==> config.mk <==
export PLATFORM = sky130hd
export DESIGN_NAME = fifo_uart_tx
export DESIGN_NICKNAME = d
export VERILOG_FILES = /design/src/rtl/fifo_uart_tx.sv
export SDC_FILE = /design/constraint.sdc
export NUM_CORES = 1
export LEC_CHECK = 0
export CAP_MARGIN = 40
export CORE_MARGIN = 5
export CORE_UTILIZATION = 30
export DETAILED_ROUTE_END_ITERATION = 8
export DONT_BUFFER_PORTS = 1
export GPL_ROUTABILITY_DRIVEN = 0
export PLACE_DENSITY_LB_ADDON = 0.2
export SLEW_MARGIN = 20
export SYNTH_ARGS = -nofsm -noshare
export SYNTH_HDL_FRONTEND = slang
export SYNTH_SLANG_ARGS = --single-unit
export TNS_END_PERCENT = 5
==> constraint.sdc <==
create_clock -name clk -period 5.4 [get_ports clk]
set_clock_uncertainty 0.1 [all_clocks]
set_input_delay 1.62 -clock clk [delete_from_list [all_inputs] [get_ports clk]]
set_output_delay 1.62 -clock clk [all_outputs]
set_load 0.1 [all_outputs]
==> src/rtl/fifo_uart_tx.sv <==
// 8N1 UART transmitter that pulls bytes from an upstream show-ahead FIFO.
// Frames are sent back-to-back with no idle gap while the FIFO stays non-empty.
module fifo_uart_tx #(
  parameter int unsigned CLKS_PER_BIT = 868
) (
  input  logic       clk,
  input  logic       reset,
  input  logic       empty,
  input  logic [7:0] rd_data,
  output logic       read,
  output logic       tx,
  output logic       busy
);

  localparam int unsigned CNT_W = (CLKS_PER_BIT > 1) ? $clog2(CLKS_PER_BIT) : 1;
  localparam logic [CNT_W-1:0] LAST_CNT = CNT_W'(CLKS_PER_BIT - 1);
  localparam logic [CNT_W-1:0] CNT_ONE  = CNT_W'(1);

  typedef enum logic [1:0] {IDLE, START, DATA, STOP} state_t;

  state_t           state;
  logic [CNT_W-1:0] baud_cnt;
  logic [2:0]       bit_idx;
  logic [7:0]       shift_reg;
  logic             bit_done;

  assign bit_done = (baud_cnt == LAST_CNT);

  always_ff @(posedge clk) begin
    if (reset) begin
      state     <= IDLE;
      tx        <= 1'b1;
      read      <= 1'b0;
      busy      <= 1'b0;
      baud_cnt  <= '0;
      bit_idx   <= '0;
      shift_reg <= '0;
    end else begin
      read <= 1'b0;
      case (state)
        IDLE: begin
          tx       <= 1'b1;
          busy     <= 1'b0;
          baud_cnt <= '0;
          bit_idx  <= '0;
          if (!empty) begin
            read      <= 1'b1;
            shift_reg <= rd_data;
            state     <= START;
            tx        <= 1'b0;
            busy      <= 1'b1;
          end
        end

        START: begin
          if (bit_done) begin
            baud_cnt <= '0;
            bit_idx  <= '0;
            state    <= DATA;
            tx       <= shift_reg[0];
          end else begin
            baud_cnt <= baud_cnt + CNT_ONE;
          end
        end

        DATA: begin
          if (bit_done) begin
            baud_cnt <= '0;
            if (bit_idx == 3'd7) begin
              bit_idx <= '0;
              state   <= STOP;
              tx      <= 1'b1;
            end else begin
              bit_idx <= bit_idx + 3'd1;
              tx      <= shift_reg[bit_idx + 3'd1];
            end
          end else begin
            baud_cnt <= baud_cnt + CNT_ONE;
          end
        end

        STOP: begin
          if (bit_done) begin
            baud_cnt <= '0;
            // Chain straight into the next start bit so there is no idle gap
            if (!empty) begin
              read      <= 1'b1;
              shift_reg <= rd_data;
              state     <= START;
              tx        <= 1'b0;
            end else begin
              state <= IDLE;
              busy  <= 1'b0;
            end
          end else begin
            baud_cnt <= baud_cnt + CNT_ONE;
          end
        end

        default: begin
          state <= IDLE;
          tx    <= 1'b1;
          busy  <= 1'b0;
        end
      endcase
    end
  end

endmodule

# After elaboration in Yosys (flattened, before gate mapping)
# Index checks and enable logic that the tools add are counted.
[totals]
register_bits = 26
wordCells = 62
[op_classes]
add_sub_neg = 2
order_cmp = 1
eq_ne = 12
muxes = 31
reduce_logical = 9
[ops]
columns = ["operator", "n"]
rows = [
  ["$pmux W10 S2", 1],
  ["$mux W8", 2],
  ["$pmux W8 S2", 1],
  ["$ne A2 B2 Y1 const B", 7],
  ["$mux W1", 12],
  ["$add A10 B1 Y10 const B", 1],
  ["$eq A10 B10 Y1 const B", 1],
  ["$mux W10", 1],
  ["$mux W2", 5],
  ["$mux W3", 3],
  ["$pmux W3 S3", 1],
  ["$pmux W2 S4", 1],
  ["$reduce_and A3 Y1", 2],
  ["$reduce_and A5 Y1", 1],
  ["$eq A2 B2 Y1 const B", 2],
  ["$lt A3 B4 Y1 const B", 1],
  ["$pmux W1 S2", 2],
  ["$pmux W1 S4", 1],
  ["$reduce_and A4 Y1", 1],
  ["$add A3 B1 Y3 const B", 1],
  ["$bmux W1 S3", 1],
  ["$eq A3 B3 Y1 const B", 1],
  ["$reduce_bool A3 Y1", 1],
  ["$reduce_or A3 Y1", 1],
  ["4 further kinds", 4],
]

# Logic depth before layout (Yosys ltp)
[depth]
word_depth = 6
mapped_depth = 7
depth_no_buf = 6

# Least setup slack after synthesis
# Ideal clock, no wire load.
[synth_path]
path_type = "reg-to-output"
start = "register busy"
end = "output busy"
arrival_time_ns = 0.936
t_required_ns = 3.680
setup_slack_ns = 2.744
path_stages_with_launch = 1
path_cell_list = "dfxtp_1"
[synth_lines]
columns = ["item", "line", "source"]
rows = [
  ["from (decl)", "12", "output logic busy"],
  ["from (signal assigned)", "34", "busy <= 1'b0;"],
  ["from (signal assigned)", "43", "busy <= 1'b0;"],
  ["from (signal assigned)", "51", "busy <= 1'b1;"],
]
# No word-level cell between the ends.

# Worst setup path in the final report
[layout_path]
start = "register busy"
end = "output busy"
# No word-level cell between the ends.

==> flow_summary.toml <==
[flow_run]
max_cap_violations = 0

[floorplanning]
die_area_mm2 = 0.00596
initial_core_util = 0.311
fp.dieH_um = 77.2
row_count = 24
ios = 14
core-area_mm2 = 0.00435
die_w_um = 77.2

[route]
vias_per_cell = 5.09
drc = 0
wl_per_cell_um = 14.0
drt_wl_total_mm = 2.83
drt-pass1-iter-count = 4
drt_iter0_drc = 44
ant_nets = 0
via_count = 1029

[pwr]
power_uw = 720
power_density_mw_per_mm2 = 477
leakagePower_nw = 0.540
ir_drop_uv = 188

[timing]
period_minus_slack_ps = 2650
finalCritPeriodShare = 0.491
worst_slack_ps = 2750
tns_ps = 0
slew_violations = 0
slew_headroom = 0.562
final-hold-violation-count = 0
setup_viol = 0
worstMarginPinSlew_ps = 654
max_freq_mhz = 377
rsz0062_at_grt = "no"

[clocking]
clock_path_buffers = 2
cts_max_level = 1
cts_resized = 0
root_buffer = "clkbuf_8"
clk_latency_ps = 270
cts_buffers = 3
hold_buffers = 0
cts_tree = "yes"
post-cts-setup-buffers = 0
cts.sinks = 26
cts.clk_slew.worst_paths_ps = 90

[logic_synthesis]
seq_area_frac_synth = 0.384
synth_edf_count = 0
netlist_instances = 149
syn_area_per_cell_um2 = 9.09
ys.warnings.count = 0
ys_top_cells_by_area = "dfxtp_1, ha_1, a21oi_1"
synthArstFlopShare = 0
yosysMostFrequentCell = "dfxtp_1"
yosys.area.top_type_share = 0.384
syn_nets = 169
synth_common_cells = "dfxtp_1, a21oi_1, nor2_1, o21ai_0, nand3_1"
synth_top_area_cell = "dfxtp_1"
synth-seq-cells = 26
synth-main-ff-cell = "dfxtp_1"
synth_area_mm2 = 0.00135
synth.distinct_cells = 39

[worst_setup_path]
worstPathCellList = "buf_16"
rr_endpoint = "shift_reg[7]"
cp.arrival_ps = 930
ff2ff_setup_slack_ps = 3370
required_ps = 3680
crit_path_start_kind = "flip-flop"
slowest_delay_ps = 450
slowest_stage = "dfxtp_1"
rr_worst_depth = 5
critPathMaxFanout = 3
path_buf_inv = 1
r2r_start = "baud_cnt[0]"
crit_type = "reg -> out"
end_kind = "output port"
crit_family = "flip-flops"

[hold_path]
hold_end = "baud_cnt[0]"
hold-path-cell-count = 1
min_from = "baud_cnt[0]"
hp-class = "reg -> reg"

[layout]
final_layout_size_suffix_gt1_frac = 0.100
nNetsFinal = 171
area_growth_pct = 11.5
antennaDiodeCount = 0
largest_reg_flops = 10
nFillCells = 434
utilization = 0.347

[placed_design]
dp_hpwl_mm = 2.10
dp_slack_ps = 2690
port_buffers = 0

[global_routing]
overflow = 0
grt_pass1_wl_mm = 4.77
antenna_found_initial = 0
track_usage = 0.0960
grt_pass1_vias = 1069
grt_max_degree = 18

[run_status]
status = "complete, no violations"
[placed cells by master (no fill, tap or decap), drive strengths merged, types with 2 or more instances in the layout]
master,n
a211o,2
a211oi,3
a21o,2
a21oi,14
a31oi,3
and3,2
buf,3
clkbuf,3
dfxtp,26
ha,9
inv,5
mux4,2
nand2,4
nand3,12
nand4,2
nor2,14
nor3,6
o21ai,14
or3,2
xnor2,5
xor2,3
[layout make-up]
class                      instances  area (µm²)  area share
inverter                           5        18.8      0.0124
timing repair buffer               3        57.6      0.0381
sequential                        26         520       0.345
clock buffer                       3        41.3      0.0274
tap                               52        65.1      0.0431
multi-input combinational        112         776       0.514
clock inverter                     1        30.0      0.0199
[routing by layer]
metal  track usage  share of wire  vias to the layer above
met3        0.0304          0.034                        2
met4        0.0155         0.0064                        0
met1         0.116           0.48                      472
met2         0.168           0.48                       13
li1              -              -                      542
met5             0              0                        -
[worst max path at each step]
stage / from / endpoint / depth (start not counted)
floorplan: busy / busy / 0
global placement: empty / tx / 4
detailed placement: empty / tx / 4
CTS: busy / busy / 1
global route: busy / busy / 1
finish: busy / busy / 1
[report_power, final]
part / switching [mW] / leakage [nW] / internal (mW) / total (mW)
Combinational: 0.186 / 0.293 / 0.121 / 0.307
Sequential: 0.0295 / 0.212 / 0.224 / 0.254
Clock: 0.0605 / 0.0357 / 0.0991 / 0.160
[through the flow]
| stage | instances | instance area, µm² | hold slack [ps] |
|---|---|---|---|
| final | 202 | 1510 | 372 |
| after global routing | 202 | 1510 | 397 |
| after CTS | 202 | 1510 | 378 |
| after detailed placement | 198 | 1440 | 356 |
| after global placement | 195 | 1380 | 344 |
| after floorplan | 149 | 1350 | 330 |
[logic make-up (layout without fill, tap and decap cells)]
group,count (synthesis),after routing,synth area share
compound gates,42,42,0.195
mux,3,3,0.0407
simple gates,50,50,0.202
flops,26,26,0.384
buf+inv,11,12,0.0425
fa+ha+maj,9,9,0.0832
xor+xnor,8,8,0.0518
Note: power is estimated with default switching activity, not from simulation.
